**config.mk**
```make
export PLATFORM = sky130hd
export DESIGN_NAME = vec_lane_rr_arbiter
export DESIGN_NICKNAME = d
export VERILOG_FILES = /design/src/rtl/vec_arb_pkg.sv /design/src/rtl/rr_pick5.sv /design/src/rtl/vec_lane_rr_arbiter.sv
export SDC_FILE = /design/constraint.sdc
export NUM_CORES = 1
export LEC_CHECK = 0
export CAP_MARGIN = 0
export CORE_MARGIN = 5
export CORE_UTILIZATION = 30
export CTS_CLUSTER_SIZE = 16
export DETAILED_ROUTE_END_ITERATION = 10
export PLACE_DENSITY = 0.75
export SYNTH_ARGS = -nofsm -noshare
export SYNTH_HDL_FRONTEND = slang
export SYNTH_SLANG_ARGS = --single-unit
```
**constraint.sdc**
```tcl
create_clock -name clk -period 5.4 [get_ports clk]
set_clock_uncertainty 0.1 [all_clocks]
set_input_delay 0.54 -clock clk [delete_from_list [all_inputs] [get_ports clk]]
set_output_delay 0.54 -clock clk [all_outputs]
set_load 0.01 [all_outputs]
```
**src/rtl/vec_arb_pkg.sv**
```systemverilog
// Shared types and helpers for the five-way vector lane round-robin arbiter.
// Owner select codes are 1-based so that 3'b000 can mean "no owner".
package vec_arb_pkg;

  typedef enum logic [0:0] {
    IDLE,
    OWN
  } arb_state_t;

  localparam logic [2:0] SEL_IDLE = 3'b000;
  localparam int unsigned NREQ = 5;

  function automatic logic [2:0] idx2sel(input logic [2:0] idx);
    return idx + 3'd1;
  endfunction

  function automatic logic [2:0] sel2idx(input logic [2:0] sel);
    return sel - 3'd1;
  endfunction

  // Next requester index modulo NREQ; out-of-range inputs fold back to 0.
  function automatic logic [2:0] wrap_inc(input logic [2:0] idx);
    return (idx >= 3'(NREQ - 1)) ? 3'd0 : idx + 3'd1;
  endfunction

endpackage

```
**src/rtl/rr_pick5.sv**
```systemverilog
// Combinational round-robin picker: first set req bit searching ptr+1, ptr+2, ... mod 5.
module rr_pick5
  import vec_arb_pkg::*;
(
  input  logic [4:0] req,
  input  logic [2:0] ptr,
  output logic       valid,
  output logic [2:0] idx
);

  logic [2:0] cand;

  always_comb begin
    valid = 1'b0;
    idx   = 3'd0;
    cand  = wrap_inc(ptr);
    for (int k = 0; k < int'(NREQ); k++) begin
      if (!valid && req[cand]) begin
        valid = 1'b1;
        idx   = cand;
      end
      cand = wrap_inc(cand);
    end
  end

endmodule

```
**src/rtl/vec_lane_rr_arbiter.sv**
```systemverilog
// Round-robin burst arbiter sharing one N-bit vector lane among five requesters,
// with a single registered valid/ready output stage.
module vec_lane_rr_arbiter
  import vec_arb_pkg::*;
#(
  parameter int unsigned N         = 20,
  parameter int unsigned MAX_BURST = 16
) (
  input  logic         clk,
  input  logic         rst,
  input  logic [4:0]   req,
  input  logic [4:0]   last,
  input  logic [N-1:0] ent1,
  input  logic [N-1:0] ent2,
  input  logic [N-1:0] ent3,
  input  logic [N-1:0] ent4,
  input  logic [N-1:0] ent5,
  output logic [4:0]   gnt,
  output logic [2:0]   select,
  output logic         out_valid,
  output logic [N-1:0] out_data,
  output logic [2:0]   out_src,
  input  logic         out_ready
);

  localparam int unsigned CntW = $clog2(MAX_BURST + 1);
  localparam logic [CntW-1:0] LastCnt = CntW'(MAX_BURST - 1);

  arb_state_t     state;
  logic [2:0]     ptr;
  logic [CntW-1:0] beat_cnt;

  logic [2:0]      owner;
  logic [NREQ-1:0] owner_oh;
  logic            owner_req;
  logic            slot_free;
  logic            take;
  logic            rel_burst;
  logic [N-1:0]    mux_data;
  logic            pick_valid;
  logic [2:0]      pick_idx;

  rr_pick5 u_pick (
    .req   (req),
    .ptr   (ptr),
    .valid (pick_valid),
    .idx   (pick_idx)
  );

  assign owner     = sel2idx(select);
  // Gate on OWN so the idle code (owner decodes to 7) never selects a bit.
  assign owner_oh  = (state == OWN) ? NREQ'(5'b00001 << owner) : '0;
  assign owner_req = |(req & owner_oh);
  assign slot_free = ~out_valid | out_ready;
  assign gnt       = owner_oh & req & {NREQ{slot_free}};
  assign take      = |gnt;

  // gnt only ever carries the owner's bit, so last & gnt is last[owner] & gnt.
  assign rel_burst = (state == OWN) &&
                     (|(last & gnt) || (take && beat_cnt == LastCnt) || !owner_req);

  always_comb begin
    case (owner)
      3'd0:    mux_data = ent1;
      3'd1:    mux_data = ent2;
      3'd2:    mux_data = ent3;
      3'd3:    mux_data = ent4;
      3'd4:    mux_data = ent5;
      default: mux_data = '0;
    endcase
  end

  always_ff @(posedge clk or posedge rst) begin
    if (rst) begin
      state     <= IDLE;
      select    <= SEL_IDLE;
      ptr       <= 3'd4;
      beat_cnt  <= '0;
      out_valid <= 1'b0;
      out_data  <= '0;
      out_src   <= SEL_IDLE;
    end else begin
      if (take) begin
        out_data  <= mux_data;
        out_src   <= select;
        out_valid <= 1'b1;
      end else if (out_ready) begin
        out_valid <= 1'b0;
      end

      case (state)
        IDLE: begin
          if (pick_valid) begin
            select   <= idx2sel(pick_idx);
            beat_cnt <= '0;
            state    <= OWN;
          end
        end
        OWN: begin
          if (take) begin
            beat_cnt <= beat_cnt + CntW'(1);
          end
          if (rel_burst) begin
            ptr    <= owner;
            select <= SEL_IDLE;
            state  <= IDLE;
          end
        end
        default: state <= IDLE;
      endcase
    end
  end

  a_gnt_onehot : assert property (@(posedge clk) disable iff (rst) $onehot0(gnt));
  a_sel_range  : assert property (@(posedge clk) disable iff (rst) select <= 3'd5);
  a_stall_hold : assert property (@(posedge clk) disable iff (rst)
                                  out_valid && !out_ready |=> out_valid && $stable(out_data)
                                                              && $stable(out_src));

endmodule
```
==> metrics.cfg <==
[outcome]
status=finished, final reports clean

[synthesis]
synthTopCellsByCount=101 x nand2_1, 35 x dfrtp_1, 28 x o21ai_0
async_flop_share_pct=100.0
synth-seq-area-share_pct=31.01
dominantRegCellSynth=dfrtp_1
synth_nets=488
synth_largest_area_cell=dfrtp_1
avgSynthCellArea_um2=7.970
yosys-top-cells-area=dfrtp_1 30%, nand2_1 13%, a22o_1 6.9%
synth-edff-count=0
synth_area_mm2=0.002909
syn_inst=365
yosysMostFrequentCell=nand2_1
ys_types=63
synth-seq-cells=36
ys_warn_count=0
yosysTopAreaCellShare_pct=30.11

[die]
rows=36
initial_core_util_pct=30.32
io-pin-count=145
fp.dieH_um=108.5
core-area_mm2=0.009594
die_width_um=108.5
dieArea_mm2=0.01177

[cts]
cts_hold_buf=0
cts_tree=built
worstSkewPairLatency_ps=290
numClockSinks=36
clk_pin_slew_ps=70
cts_setup_buffers=0
clock-root-buffer=clkbuf_8
htreeDepth=2
cts_made_buffers=5
clockBufferDepth=2
cts_resized=0

[setup_path]
slowest_stage=and2_1
cp_cell_sequence=inv_1 -> ha_1 -> xnor2_2 -> buf_4 -> and2_1 -> and3_1 -> clkdlybuf4s50_1
required_ps=4760
path_max_fanout=27
critical_path_class=reg2out
cpPeakStageDelay_ps=760
startpoint_type=register
critPathArrivalTime_ps=3220
cp-end-kind=output pin

[sta]
fin_setup_tns_ps=0
grt_setup_unrepaired=no
period_share_pct=71.48
report.final.setup_viol=0
slew_viol_final=0
fin_ws_ps=1540
hold_viol=0
tightestPinTransition_ps=1114
clock.fmax_mhz=259.1
min_period_ps=3860
max-slew-margin-rel_pct=25.53

[place]
place_area_mm2=0.004436
gp_congestion=0.8688
place_hpwl_um=8064
io_buffers=144
dpl_worst_slack_ps=1862

[pwr]
p_total_mw=2.377
p_per_area_mw_per_mm2=525.1
vdd_ir_drop_max_mv=0.1991
power_leakage_nw=1.896

[cells_and_area]
fin_nets=616
stdcell_area_mm2=0.004528
drive_gt1_share_pct=6.478
antennaDiodeCount=0
syn2layout_area_growth_pct=55.66

[grt]
grt_pass1_wl_um=16090
grt_use_total_pct=17.33
grt_pass1_vias=3153
antenna_found_initial=0
grt_max_degree=37
overflow=0

[detailed_routing]
firstDrtPassIters=4
wire_per_inst_um=16.84
drc=0
routed_wirelength_um=10560
vias_per_cell=5.191
num_vias=3255
ant_nets=0
drt_iter0_markers=248

[hold_path]
holdCritPathClass=reg2reg

[job]
max_cap_violations=0

worst paths after layout:
check | slack [ps] | startpoint | to | depth (start not counted)
max reg2reg | 1760 | select[1] | beat_cnt[0] | 8
min in group asynchronous | 550 | rst | select[0] | 3
min reg2reg | 380 | out_data[11] | out_data[11] | 2
min | 380 | out_data[11] | out_data[11] | 2
max in group asynchronous | 4290 | rst | ptr[2] | 3
max | 1540 | select[0] | gnt[3] | 7
registers in the layout, summed over array words and instances, names as in the netlist:
name       count
out_valid      1
beat_cnt       5
state          1
out_data      20
out_src        3
ptr            3
select         3
kinds of logic after synthesis:
family                     Yosys count  share of synthesized area, %
and+or+nand+nor                    153                         23.74
AOI/OAI and AO/OA                  116                         31.05
adders and majority gates           10                         4.301
buffers and inverters               39                         5.892
DFF                                 36                         31.01
xor gates and xnor gates             3                        0.9034
muxes                                8                         3.097
power breakdown:
part           internal (mW)  switching [mW]  total, mW
registers              0.379           0.116      0.495
clock network          0.102          0.0987      0.201
logic                  0.737           0.944       1.68
area by class of cell:
class / instances / area [um2]
Clock buffer: 6 / 82.58
Clock inverter: 2 / 10.01
Fill cell: 927 / 5066
Inverter: 12 / 45.04
Multi-Input combinational cell: 290 / 1851
Sequential cell: 36 / 902.1
Tap cell: 133 / 166.4
Timing Repair Buffer: 148 / 1471
through the flow:
stage,instances,util (%),hold slack [ps]
2_1_floorplan,365,-,387.9
3_3_place_gp,619,46.23,360.5
3_5_place_dp,619,46.23,368.9
4_1_cts,627,47.20,385.4
5_1_grt,627,47.20,415.5
6_report,627,47.20,378.2
worst max-delay path, delay by kind of cell (launching register included):
family | cells | cell delay [ps]
adders and majority gates | 1 | 280
DFF | 1 | 460
xor gates and xnor gates | 1 | 130
buffers and inverters | 3 | 1020
and+or+nand+nor | 2 | 1040
cells in the final DEF, fill, tap and decap left out, types with 2 or more instances in the layout:
cell type        instances
a211oi_1                 2
a21oi_1                  8
a221oi_1                19
a22o_1                  23
and2_1                   5
and3_1                   3
buf_4                    4
clkbuf_8                 6
clkdlybuf4s50_1        144
clkinv_2                 2
dfrtp_1                 35
ha_1                    10
inv_1                   12
mux2_2                   3
mux2i_1                  3
nand2_1                101
nand2b_1                 4
nand3_1                 10
nand4_1                  3
nor2_1                   7
nor2b_1                  2
nor3_1                   6
nor3b_1                  3
o21ai_0                 28
o21ai_1                  3
o22ai_1                  4
o2bb2ai_1                2
o31a_1                   3
o41ai_2                  2
or2_2                    2
layer usage:
metal | GRT usage, % | up-vias | wire [um]
met5 | 0 | - | 0
met4 | 4.148 | 0 | 81
met3 | 3.881 | 7 | 779
met2 | 29.08 | 123 | 5198
met1 | 22.64 | 1534 | 4500
li1 | - | 1591 | -
Note: power is estimated with default switching activity, not from simulation.
